<file path="config.mk">
export PLATFORM = sky130hd
export DESIGN_NAME = voice_allocator
export DESIGN_NICKNAME = d
export VERILOG_FILES = /design/src/rtl/synth_pkg.sv /design/src/rtl/voice_slot.sv /design/src/rtl/voice_allocator.sv
export SDC_FILE = /design/constraint.sdc
export NUM_CORES = 1
export LEC_CHECK = 0
export ABC_CLOCK_PERIOD_IN_PS = 5600
export CAP_MARGIN = 25
export CORE_MARGIN = 8
export CORE_UTILIZATION = 50
export CTS_CLUSTER_SIZE = 10
export DETAILED_ROUTE_END_ITERATION = 10
export GPL_TIMING_DRIVEN = 0
export HOLD_SLACK_MARGIN = 0.02
export PLACE_DENSITY = 0.84
export SLEW_MARGIN = 20
export SYNTH_ARGS = -nofsm -noshare
export SYNTH_HDL_FRONTEND = slang
export SYNTH_HIERARCHICAL = 1
export SYNTH_SLANG_ARGS = --single-unit
export TNS_END_PERCENT = 5
</file>
<file path="constraint.sdc">
create_clock -name clk -period 5.6 [get_ports clk]
set_clock_uncertainty 0.2 [all_clocks]
set_input_delay 0.56 -clock clk [delete_from_list [all_inputs] [get_ports clk]]
set_output_delay 0.56 -clock clk [all_outputs]
set_load 0.02 [all_outputs]
</file>
<file path="src/rtl/synth_pkg.sv">
// Shared constants and FSM state type for the voice allocator.
package synth_pkg;

  localparam int NUM_VOICES = 4;
  localparam int FREQ_W     = 12;
  localparam int KEY_W      = 7;
  localparam int AGE_W      = 8;
  localparam int unsigned AGE_MAX = 255;

  typedef enum logic [1:0] {
    IDLE   = 2'd0,
    SCAN   = 2'd1,
    ASSIGN = 2'd2
  } state_t;

endpackage

</file>
<file path="src/rtl/voice_slot.sv">
// One voice: key/freq/gate/age registers with load, release and age-increment.
module voice_slot #(
  parameter int FREQ_W = synth_pkg::FREQ_W,
  parameter int KEY_W  = synth_pkg::KEY_W
) (
  input  logic                        clk,
  input  logic                        rst_n,
  input  logic                        load_i,
  input  logic [KEY_W-1:0]            load_key_i,
  input  logic [FREQ_W-1:0]           load_freq_i,
  input  logic                        rel_i,
  input  logic [KEY_W-1:0]            rel_key_i,
  input  logic                        age_inc_i,
  output logic                        gate_o,
  output logic [KEY_W-1:0]            key_o,
  output logic [FREQ_W-1:0]           freq_o,
  output logic [synth_pkg::AGE_W-1:0] age_o
);
  import synth_pkg::*;

  logic              gate_q, gate_d;
  logic [KEY_W-1:0]  key_q,  key_d;
  logic [FREQ_W-1:0] freq_q, freq_d;
  logic [AGE_W-1:0]  age_q,  age_d;

  // Next state: load beats release so a same-cycle note-off cannot drop a fresh note.
  always_comb begin
    gate_d = gate_q;
    key_d  = key_q;
    freq_d = freq_q;
    age_d  = age_q;
    if (age_inc_i && gate_q && (age_q != AGE_W'(AGE_MAX))) begin
      age_d = age_q + 1'b1;
    end
    if (rel_i && (key_q == rel_key_i)) begin
      gate_d = 1'b0;
    end
    if (load_i) begin
      gate_d = 1'b1;
      key_d  = load_key_i;
      freq_d = load_freq_i;
      age_d  = '0;
    end
  end

  // Voice state registers with synchronous active-low reset.
  always_ff @(posedge clk) begin
    if (!rst_n) begin
      gate_q <= 1'b0;
      key_q  <= '0;
      freq_q <= '0;
      age_q  <= '0;
    end else begin
      gate_q <= gate_d;
      key_q  <= key_d;
      freq_q <= freq_d;
      age_q  <= age_d;
    end
  end

  assign gate_o = gate_q;
  assign key_o  = key_q;
  assign freq_o = freq_q;
  assign age_o  = age_q;

endmodule

</file>
<file path="src/rtl/voice_allocator.sv">
// Polyphonic voice allocator: serial scan of voices, then assign the chosen victim.
module voice_allocator #(
  parameter int NUM_VOICES = synth_pkg::NUM_VOICES,
  parameter int FREQ_W     = synth_pkg::FREQ_W,
  parameter int KEY_W      = synth_pkg::KEY_W
) (
  input  logic                         clk,
  input  logic                         rst_n,
  input  logic                         on_valid,
  output logic                         on_ready,
  input  logic [KEY_W-1:0]             on_key,
  input  logic [FREQ_W-1:0]            on_freq,
  input  logic                         off_valid,
  input  logic [KEY_W-1:0]             off_key,
  output logic [NUM_VOICES*FREQ_W-1:0] voice_freq,
  output logic [NUM_VOICES-1:0]        voice_gate,
  output logic [NUM_VOICES-1:0]        voice_retrig,
  output logic                         steal
);
  import synth_pkg::*;

  localparam int IDX_W = $clog2(NUM_VOICES);
  typedef logic [IDX_W-1:0] idx_t;
  localparam idx_t LAST_IDX = idx_t'(NUM_VOICES - 1);

  state_t            state_q, state_d;
  idx_t              scan_idx_q, scan_idx_d;
  logic [KEY_W-1:0]  lat_key_q, lat_key_d;
  logic [FREQ_W-1:0] lat_freq_q, lat_freq_d;

  // Running scan results: first key match, first free voice, oldest gated voice.
  logic              match_found_q, match_found_d;
  idx_t              match_idx_q, match_idx_d;
  logic              free_found_q, free_found_d;
  idx_t              free_idx_q, free_idx_d;
  logic              best_found_q, best_found_d;
  idx_t              best_idx_q, best_idx_d;
  logic [AGE_W-1:0]  best_age_q, best_age_d;

  logic [KEY_W-1:0]  slot_key  [NUM_VOICES];
  logic [FREQ_W-1:0] slot_freq [NUM_VOICES];
  logic [AGE_W-1:0]  slot_age  [NUM_VOICES];
  logic [NUM_VOICES-1:0] slot_gate;
  logic [NUM_VOICES-1:0] slot_load;
  logic [NUM_VOICES-1:0] slot_age_inc;

  logic              cur_gate;
  logic [KEY_W-1:0]  cur_key;
  logic [AGE_W-1:0]  cur_age;
  logic              in_assign;
  logic              is_steal;
  idx_t              victim;

  // Scan comparator inputs: live state of the voice currently under examination.
  always_comb begin
    cur_gate = slot_gate[scan_idx_q];
    cur_key  = slot_key[scan_idx_q];
    cur_age  = slot_age[scan_idx_q];
  end

  // FSM and scan bookkeeping; strict '>' keeps the lowest index on age ties.
  always_comb begin
    state_d       = state_q;
    scan_idx_d    = scan_idx_q;
    lat_key_d     = lat_key_q;
    lat_freq_d    = lat_freq_q;
    match_found_d = match_found_q;
    match_idx_d   = match_idx_q;
    free_found_d  = free_found_q;
    free_idx_d    = free_idx_q;
    best_found_d  = best_found_q;
    best_idx_d    = best_idx_q;
    best_age_d    = best_age_q;
    case (state_q)
      IDLE: begin
        if (on_valid) begin
          state_d       = SCAN;
          scan_idx_d    = '0;
          lat_key_d     = on_key;
          lat_freq_d    = on_freq;
          match_found_d = 1'b0;
          free_found_d  = 1'b0;
          best_found_d  = 1'b0;
        end
      end
      SCAN: begin
        if (cur_gate && (cur_key == lat_key_q) && !match_found_q) begin
          match_found_d = 1'b1;
          match_idx_d   = scan_idx_q;
        end
        if (!cur_gate && !free_found_q) begin
          free_found_d = 1'b1;
          free_idx_d   = scan_idx_q;
        end
        if (cur_gate && (!best_found_q || (cur_age > best_age_q))) begin
          best_found_d = 1'b1;
          best_idx_d   = scan_idx_q;
          best_age_d   = cur_age;
        end
        if (scan_idx_q == LAST_IDX) begin
          state_d = ASSIGN;
        end else begin
          scan_idx_d = scan_idx_q + 1'b1;
        end
      end
      ASSIGN:  state_d = IDLE;
      default: state_d = IDLE;
    endcase
  end

  // Control and scan-result registers.
  always_ff @(posedge clk) begin
    if (!rst_n) begin
      state_q       <= IDLE;
      scan_idx_q    <= '0;
      lat_key_q     <= '0;
      lat_freq_q    <= '0;
      match_found_q <= 1'b0;
      match_idx_q   <= '0;
      free_found_q  <= 1'b0;
      free_idx_q    <= '0;
      best_found_q  <= 1'b0;
      best_idx_q    <= '0;
      best_age_q    <= '0;
    end else begin
      state_q       <= state_d;
      scan_idx_q    <= scan_idx_d;
      lat_key_q     <= lat_key_d;
      lat_freq_q    <= lat_freq_d;
      match_found_q <= match_found_d;
      match_idx_q   <= match_idx_d;
      free_found_q  <= free_found_d;
      free_idx_q    <= free_idx_d;
      best_found_q  <= best_found_d;
      best_idx_q    <= best_idx_d;
      best_age_q    <= best_age_d;
    end
  end

  // Victim priority: retrigger same key, else first free voice, else steal the oldest.
  always_comb begin
    in_assign = (state_q == ASSIGN);
    if (match_found_q) begin
      victim = match_idx_q;
    end else if (free_found_q) begin
      victim = free_idx_q;
    end else begin
      victim = best_idx_q;
    end
    is_steal = in_assign && !match_found_q && !free_found_q;
    for (int unsigned v = 0; v < NUM_VOICES; v++) begin
      slot_load[v]    = in_assign && (victim == idx_t'(v));
      slot_age_inc[v] = in_assign && (victim != idx_t'(v));
    end
  end

  for (genvar v = 0; v < NUM_VOICES; v++) begin : g_slot
    voice_slot #(
      .FREQ_W (FREQ_W),
      .KEY_W  (KEY_W)
    ) u_slot (
      .clk         (clk),
      .rst_n       (rst_n),
      .load_i      (slot_load[v]),
      .load_key_i  (lat_key_q),
      .load_freq_i (lat_freq_q),
      .rel_i       (off_valid),
      .rel_key_i   (off_key),
      .age_inc_i   (slot_age_inc[v]),
      .gate_o      (slot_gate[v]),
      .key_o       (slot_key[v]),
      .freq_o      (slot_freq[v]),
      .age_o       (slot_age[v])
    );
    assign voice_freq[v*FREQ_W +: FREQ_W] = slot_freq[v];
  end

  // Handshake and pulse outputs are masked while reset is held.
  assign on_ready     = rst_n && (state_q == IDLE);
  assign voice_gate   = slot_gate;
  assign voice_retrig = rst_n ? slot_load : '0;
  assign steal        = rst_n && is_steal;

endmodule

</file>
==> run metrics, run 1 <==
Max Fclk 0.271 GHz; Final setup viols 0; CTS H-tree depth 4; global-route wire length before repair 29.8 mm; total grt overflow 0; DP Cell Count 997; Die Ht 137 µm; total CTS buffers 17; Register-to-Register Path Depth 11; Mapped Area 7370 µm²; logic gate share of total power 5.1%; Tightest Hold Check Type reg2reg; Synth Net Count 769; First-pass DRT Iterations 5; Setup TNS Final 0 ns; Layout Nets 875; Setup WS pre-CTS ~2 ns; number of gates resized after cts 0; Reg2Reg Setup Slack ~1.9 ns; Non-Filler Instances around 1,000; Post-DP HPWL 13.1 mm; most common cell after layout, fill and taps aside dfxtp_1; GRT met2 Usage ~34%; clock sink count 152; most frequent cells in the layout dfxtp_1, nor2b_1, mux2i_1; Core Area ~14,000 µm²; CP Launch Type flip-flop; CTS tree yes; Post-synth ARST share 0%; I/O Pins 88; Worst Slack Setup Final 1.92 ns; fraction of layout instances using a drive strength above 1 9.94%; reg2reg end best_age_q[1]$_SDFFE_PN0P_; critical path's most frequent cell nor2b_1; PortBufs 87; worst slew pin tran 0.913 ns; Total Power about 2.5 mW; CP arrival 3.79 ns; DR vias 5,815; Critical Path Max Stage Delay 0.55 ns; die area around 19,000 µm²; largest net degree at the start of global routing 20; final hold violations 0; clock buffer depth 2; crit path kind reg2reg; register area share after synthesis 41.3%; post-route ant nets 0; diode count 0; Leak 3.12 nW; Routed WL 18.9 mm; Layout Area Growth over Synthesis 23.5%; clk slew on worst S/H paths 0.07 ns; Residual DRC 0; Slew Limit Fails 0; Tmin final around 3.7 ns; Initial DRC Count around 400; met3 Usage GRT 5.36%; GR Layer Usage met1 25.0%; status finished, final reports clean; setup bufs post-CTS 0; Post-CTS Hold Buffers 0; hold path depth 2; Unique masters post-synth 48; worst r2r src scan_idx_q[1]$_SDFFE_PN0P_; final core occ ~63%; vias in the first global route 5,642; crit share post-route 65.8%; register bit total from synthesis around 150; Worst Path Required 5.71 ns; Sw Share 23.9%; Site Rows 44; Max-Cap Viols 0; clock power share 49.9%; root buf cell clkbuf_16; Syn Area/Cell between 10 and 15 µm²; global route hottest layer met2; most used flip-flop cell after synthesis dfxtp_1; Net Switching 0.589 mW; initial antenna violation count 0; wire per inst 18.4 µm; Post-synth EDFFs 0; Hold Crit Endpoint match_idx_q[1]$_SDFFE_PN0P_; Synthesis Warnings 6; CP cell instances clkbuf_1, buf_1, mux4_2, ha_1, nor2b_1, o21bai_1, a21boi_0, o311a_1, buf_4, mux2i_1, nor2b_1; internal power ~1.9 mW; Setup crit end kind flip-flop; Chip Width ~140 µm; share of power burned in registers 45.0%; Power Density 271 nW/µm²; Clk Latency, worst-skew pair 0.43 ns; RSZ-0062 raised after global routing no; hold path startpoint match_idx_q[1]$_SDFFE_PN0P_; initial core utilization 50.9%; critical path's slowest cell buf_1; Slew HR 38.9%; Max FO, Critical Path 10; Final Wtd Congestion 0.859; total track usage 20.4%; Post-Syn Instances 726; Max VDD drop approximately 0.00023 V; vias per cell 5.65
==> synth_stat cells (all sizes together), types with 2 or more instances <==
cell / number / area (µm²)
ha: 13 / 163
nand2b: 10 / 62.6
nor2: 24 / 90.1
xnor2: 13 / 114
a21boi: 20 / 150
and4: 8 / 80.1
mux4: 15 / 375
or3: 12 / 85.1
a21o: 2 / 15.0
xor2: 30 / 263
nor3b: 4 / 30.0
nor4: 5 / 46.3
nand3: 10 / 70.1
mux2i: 97 / 971
clkbuf: 24 / 90.1
buf: 16 / 113
mux2: 2 / 22.5
inv: 13 / 48.8
dfxtp: 152 / 3040
or4: 4 / 30.0
a41oi: 4 / 35.0
nor2b: 98 / 613
nor3: 3 / 15.0
nand3b: 2 / 15.0
o21ai: 18 / 90.1
nand4: 10 / 87.6
a311oi: 4 / 35.0
a22oi: 2 / 15.0
and3: 5 / 31.3
a21oi: 31 / 155
o21bai: 2 / 15.0
o31ai: 5 / 37.5
nand2: 53 / 199
o21a: 3 / 22.5
o211ai: 8 / 115
==> how the worst max path moves through the flow <==
stage,startpoint,end,cells past startpoint
floorplan,scan_idx_q[1]$_SDFFE_PN0P_,best_idx_q[1]$_SDFFE_PN0P_,11
global placement,scan_idx_q[1]$_SDFFE_PN0P_,best_age_q[2]$_SDFFE_PN0P_,11
detailed placement,scan_idx_q[1]$_SDFFE_PN0P_,best_age_q[1]$_SDFFE_PN0P_,11
CTS,scan_idx_q[1]$_SDFFE_PN0P_,best_age_q[1]$_SDFFE_PN0P_,11
global route,scan_idx_q[1]$_SDFFE_PN0P_,best_age_q[3]$_SDFFE_PN0P_,11
finish,scan_idx_q[1]$_SDFFE_PN0P_,best_age_q[1]$_SDFFE_PN0P_,11
==> metrics by stage <==
step | instance area [µm²] | hold WS (ns)
after global placement | 8480 | 0.246
final | 9110 | 0.280
after global routing | 9110 | 0.313
after floorplan | 7370 | 0.235
after detailed placement | 8480 | 0.258
after CTS | 9110 | 0.272
==> logic make-up (layout without fill, tap and decap cells) <==
kind of cell	count (synthesis)	after routing	share of synthesized area (%)
mux	114	114	18.6
compound gates	101	101	9.55
buf+inv	53	172	3.41
simple gates	250	250	19.9
xor+xnor	43	43	5.11
flops	152	152	41.3
fa+ha+maj	13	13	2.21
==> state kept, by name, summed over array words and instances, names as in the netlist, 2 cells and up <==
register	count
g_slot.u_slot/age_o	32
best_idx_q	2
g_slot.u_slot/gate_o	4
g_slot.u_slot/freq_o	48
lat_key_q	7
scan_idx_q	2
free_idx_q	2
best_age_q	8
g_slot.u_slot/key_o	28
lat_freq_q	12
state_q	2
match_idx_q	2
==> power groups by stage <==
stage	logic [mW]	clock network, mW	registers [mW]
after floorplan	0.0720	0	1.13
after global placement	0.122	0	1.13
after detailed placement	0.124	0	1.13
after CTS	0.125	1.25	1.11
after global routing	0.136	1.29	1.11
final	0.126	1.23	1.11
==> metal layers <==
metal  vias up  share of wire, %
li1       2769                 -
met1      2798                43
met2       213                49
met3        35               5.4
met4         0               2.5
met5         -                 0
==> cell type report <==
class / instances / area, µm²
clock buffers: 17 / 425
clock inverters: 15 / 209
fillers: 1136 / 5370
plain buffers: 40 / 203
inverters: 13 / 48.8
multi-input cells: 521 / 4080
well taps: 184 / 230
repair buffers: 87 / 871
flip-flops and latches: 152 / 3040
==> critical path: cells and delay by family (launching register included) <==
kind                       cells  cell delay (ns)
muxes                          2             0.63
buffers and inverters          3             1.26
AOI/OAI and AO/OA              3             0.52
and+or+nand+nor                2             0.19
adders and majority gates      1             0.31
DFF                            1             0.46
Power figures use the tool's default switching activity.
==> run 2, diff against run 1 <==
--- a/config.mk
+++ b/config.mk
@@ -5,7 +5,7 @@
 export SDC_FILE = /design/constraint.sdc
 export NUM_CORES = 1
 export LEC_CHECK = 0
-export ABC_CLOCK_PERIOD_IN_PS = 5600
+export ABC_CLOCK_PERIOD_IN_PS = 3300
 export CAP_MARGIN = 25
 export CORE_MARGIN = 8
 export CORE_UTILIZATION = 50
@@ -13,7 +13,7 @@
 export DETAILED_ROUTE_END_ITERATION = 10
 export GPL_TIMING_DRIVEN = 0
 export HOLD_SLACK_MARGIN = 0.02
-export PLACE_DENSITY = 0.84
+export PLACE_DENSITY = 0.87
 export SLEW_MARGIN = 20
 export SYNTH_ARGS = -nofsm -noshare
 export SYNTH_HDL_FRONTEND = slang
==> constraint.sdc (replaced) <==
create_clock -name clk -period 3.3 [get_ports clk]
set_clock_uncertainty 0.2 [all_clocks]
set_input_delay 0.33 -clock clk [delete_from_list [all_inputs] [get_ports clk]]
set_output_delay 0.33 -clock clk [all_outputs]
set_load 0.02 [all_outputs]
==> run metrics, run 2 (synthesized netlist as in run 1, its figures left out) <==
RSZ-0062 raised after global routing no; Critical path origin scan_idx_q[1]$_SDFFE_PN0P_; Worst Slack Setup Final 0.157 ns (-1.76 ns); Final Wtd Congestion 0.870 (+1.2%); Routed WL 19.3 mm (+2.2%); reg2reg end best_age_q[4]$_SDFFE_PN0P_; Worst Path Required 3.41 ns (-2.30 ns); initial antenna violation count 1 (+1); Setup crit end kind flip-flop; Non-Filler Instances 1,028 (-0.097%); vias in the first global route 5,898 (+4.5%); Post-CTS Hold Buffers 0 (unchanged); CP Launch Type flip-flop; vias per cell 5.63 (-0.45%); Layout Nets 874 (-0.11%); DP Cell Count 997 (unchanged); worst slew pin tran 0.791 ns (-0.122 ns); Residual DRC 0 (unchanged); status finished, final reports clean; final hold violations 0 (unchanged); post-route cell area 9090 µm² (-0.23%); final core occ 62.8% (-0.15 points); crit path kind reg2reg; fraction of layout instances using a drive strength above 1 10.3% (+0.37 points); total track usage 21.2% (+0.79 points); Site Rows 44 (unchanged); Initial DRC Count 441 (+9.2%); most common cell after layout, fill and taps aside dfxtp_1; setup bufs post-CTS 0 (unchanged); Setup TNS Final 0 ns (unchanged); GRT met2 Usage 35.4% (+1.8 points); global route hottest layer met2; largest net degree at the start of global routing 20 (unchanged); root buf cell clkbuf_16; die area 18,900 µm² (unchanged); wire per inst 18.8 µm (+2.3%); Chip Width 137 µm (unchanged); met3 Usage GRT 5.98% (+0.62 points); max reg flops 48 (unchanged); Layout Area Growth over Synthesis 23.2%; total CTS buffers 17 (unchanged); Slew Limit Fails 0 (unchanged); DR vias 5,783 (-0.55%); post-route ant nets 0 (unchanged); CP arrival 3.25 ns (-0.54 ns); worst r2r src scan_idx_q[1]$_SDFFE_PN0P_; Setup WS pre-CTS -0.393 ns (-2.34 ns); hold path startpoint on_key[3]; Max FO, Critical Path 10 (unchanged); initial core utilization 50.9% (unchanged); PortBufs 87 (unchanged); Tightest Hold Check Type in2reg; Power Density 451 nW/µm² (+67%); Max Fclk 0.318 GHz (+17%); global-route wire length before repair 30.7 mm (+3.0%); total grt overflow 0 (unchanged); CTS H-tree depth 4 (unchanged); Tmin final 3.14 ns (-0.541 ns); Critical Path End best_age_q[4]$_SDFFE_PN0P_; most frequent cells in the layout dfxtp_1, nor2b_1, mux2i_1; First-pass DRT Iterations 5 (unchanged); Max-Cap Viols 0 (unchanged); Leak 3.11 nW (-0.15%); Clk Latency, worst-skew pair 0.42 ns (about the same); Post-DP HPWL 13.4 mm (+2.1%); CTS tree yes; crit share post-route 95.2% (+29 points); I/O Pins 88 (unchanged); Register-to-Register Path Depth 11 (unchanged); clk slew on worst S/H paths 0.07 ns (about the same); clock buffer depth 2 (unchanged); clock sink count 152 (unchanged); Core Area 14,500 µm² (unchanged); diode count 0 (unchanged); Slew HR 47.1% (+8.2 points); Fillers 1,129 (-0.62%); Die Ht 137 µm (unchanged); Post-Place Cell Area 8480 µm² (unchanged); GR Layer Usage met1 24.6% (-0.35 points); Reg2Reg Setup Slack 0.16 ns (-1.76 ns); Max VDD drop 0.000419 V (+84%); Final setup viols 0 (unchanged)
[run 2: cell count changes in the layout (fill, tap and decap cells not counted), moves of 2 or more]
cell,previous run,this run
inv_8,4,6
dfxtp_2,0,2
dfxtp_1,152,150
inv_6,5,3
clkinvlp_4,0,2
[run 2: final cells by class]
type	instances	area, µm²	share of cell area, %
inverter	13	48.8	0.537
clock buffer	17	425	4.68
buffer	39	203	2.23
sequential	152	3050	33.5
timing repair buffer	87	873	9.61
multi-input combinational	521	4080	44.9
tap	184	230	2.53
clock inverter	15	183	2.01
[run 2: report_power, final]
| part | internal, mW | switching, mW |
|---|---|---|
| combinational | 0.102 | 0.112 |
| clock | 1.15 | 0.857 |
| sequential | 1.85 | 0.0282 |
[run 2: how the worst min path moves through the flow]
stage | endpoint | slack, ns | cells after the start
floorplan | match_idx_q[0]$_SDFFE_PN0P_ | 0.23 | 2
global placement | match_idx_q[0]$_SDFFE_PN0P_ | 0.25 | 2
detailed placement | match_idx_q[1]$_SDFFE_PN0P_ | 0.26 | 2
CTS | lat_freq_q[9]$_SDFFE_PN0P_ | 0.25 | 3
global route | lat_freq_q[4]$_SDFFE_PN0P_ | 0.27 | 3
finish | lat_key_q[3]$_SDFFE_PN0P_ | 0.26 | 3
[run 2: per-stage QoR]
stage | hold slack (ns) | power, mW
after global placement | 0.245 | 2.13
final | 0.263 | 4.10
after floorplan | 0.235 | 2.03
after detailed placement | 0.256 | 2.13
after CTS | 0.250 | 4.13
after global routing | 0.269 | 4.24
[run 2: per-layer routing]
metal | wire [µm] | vias up
met4 | 563 | 2
met3 | 1020 | 38
met5 | 9 | -
li1 | - | 2769
met2 | 9630 | 174
met1 | 8090 | 2800
[run 2: repair_timing]
action | in CTS | in global routing
gates resized for setup | 3 | 3
setup endpoints to repair | 11 | 10
cloned | 0 | 0
[run 2: worst max-delay path: stages (launching register included)]
cell,delay (ns)
dfxtp_2,0.42
clkbuf_4,0.26
buf_2,0.29
mux4_2,0.38
ha_1,0.31
nor2b_1,0.14
o21bai_1,0.13
a21boi_0,0.11
o311a_1,0.33
buf_4,0.21
mux2i_1,0.17
nor2b_1,0.07
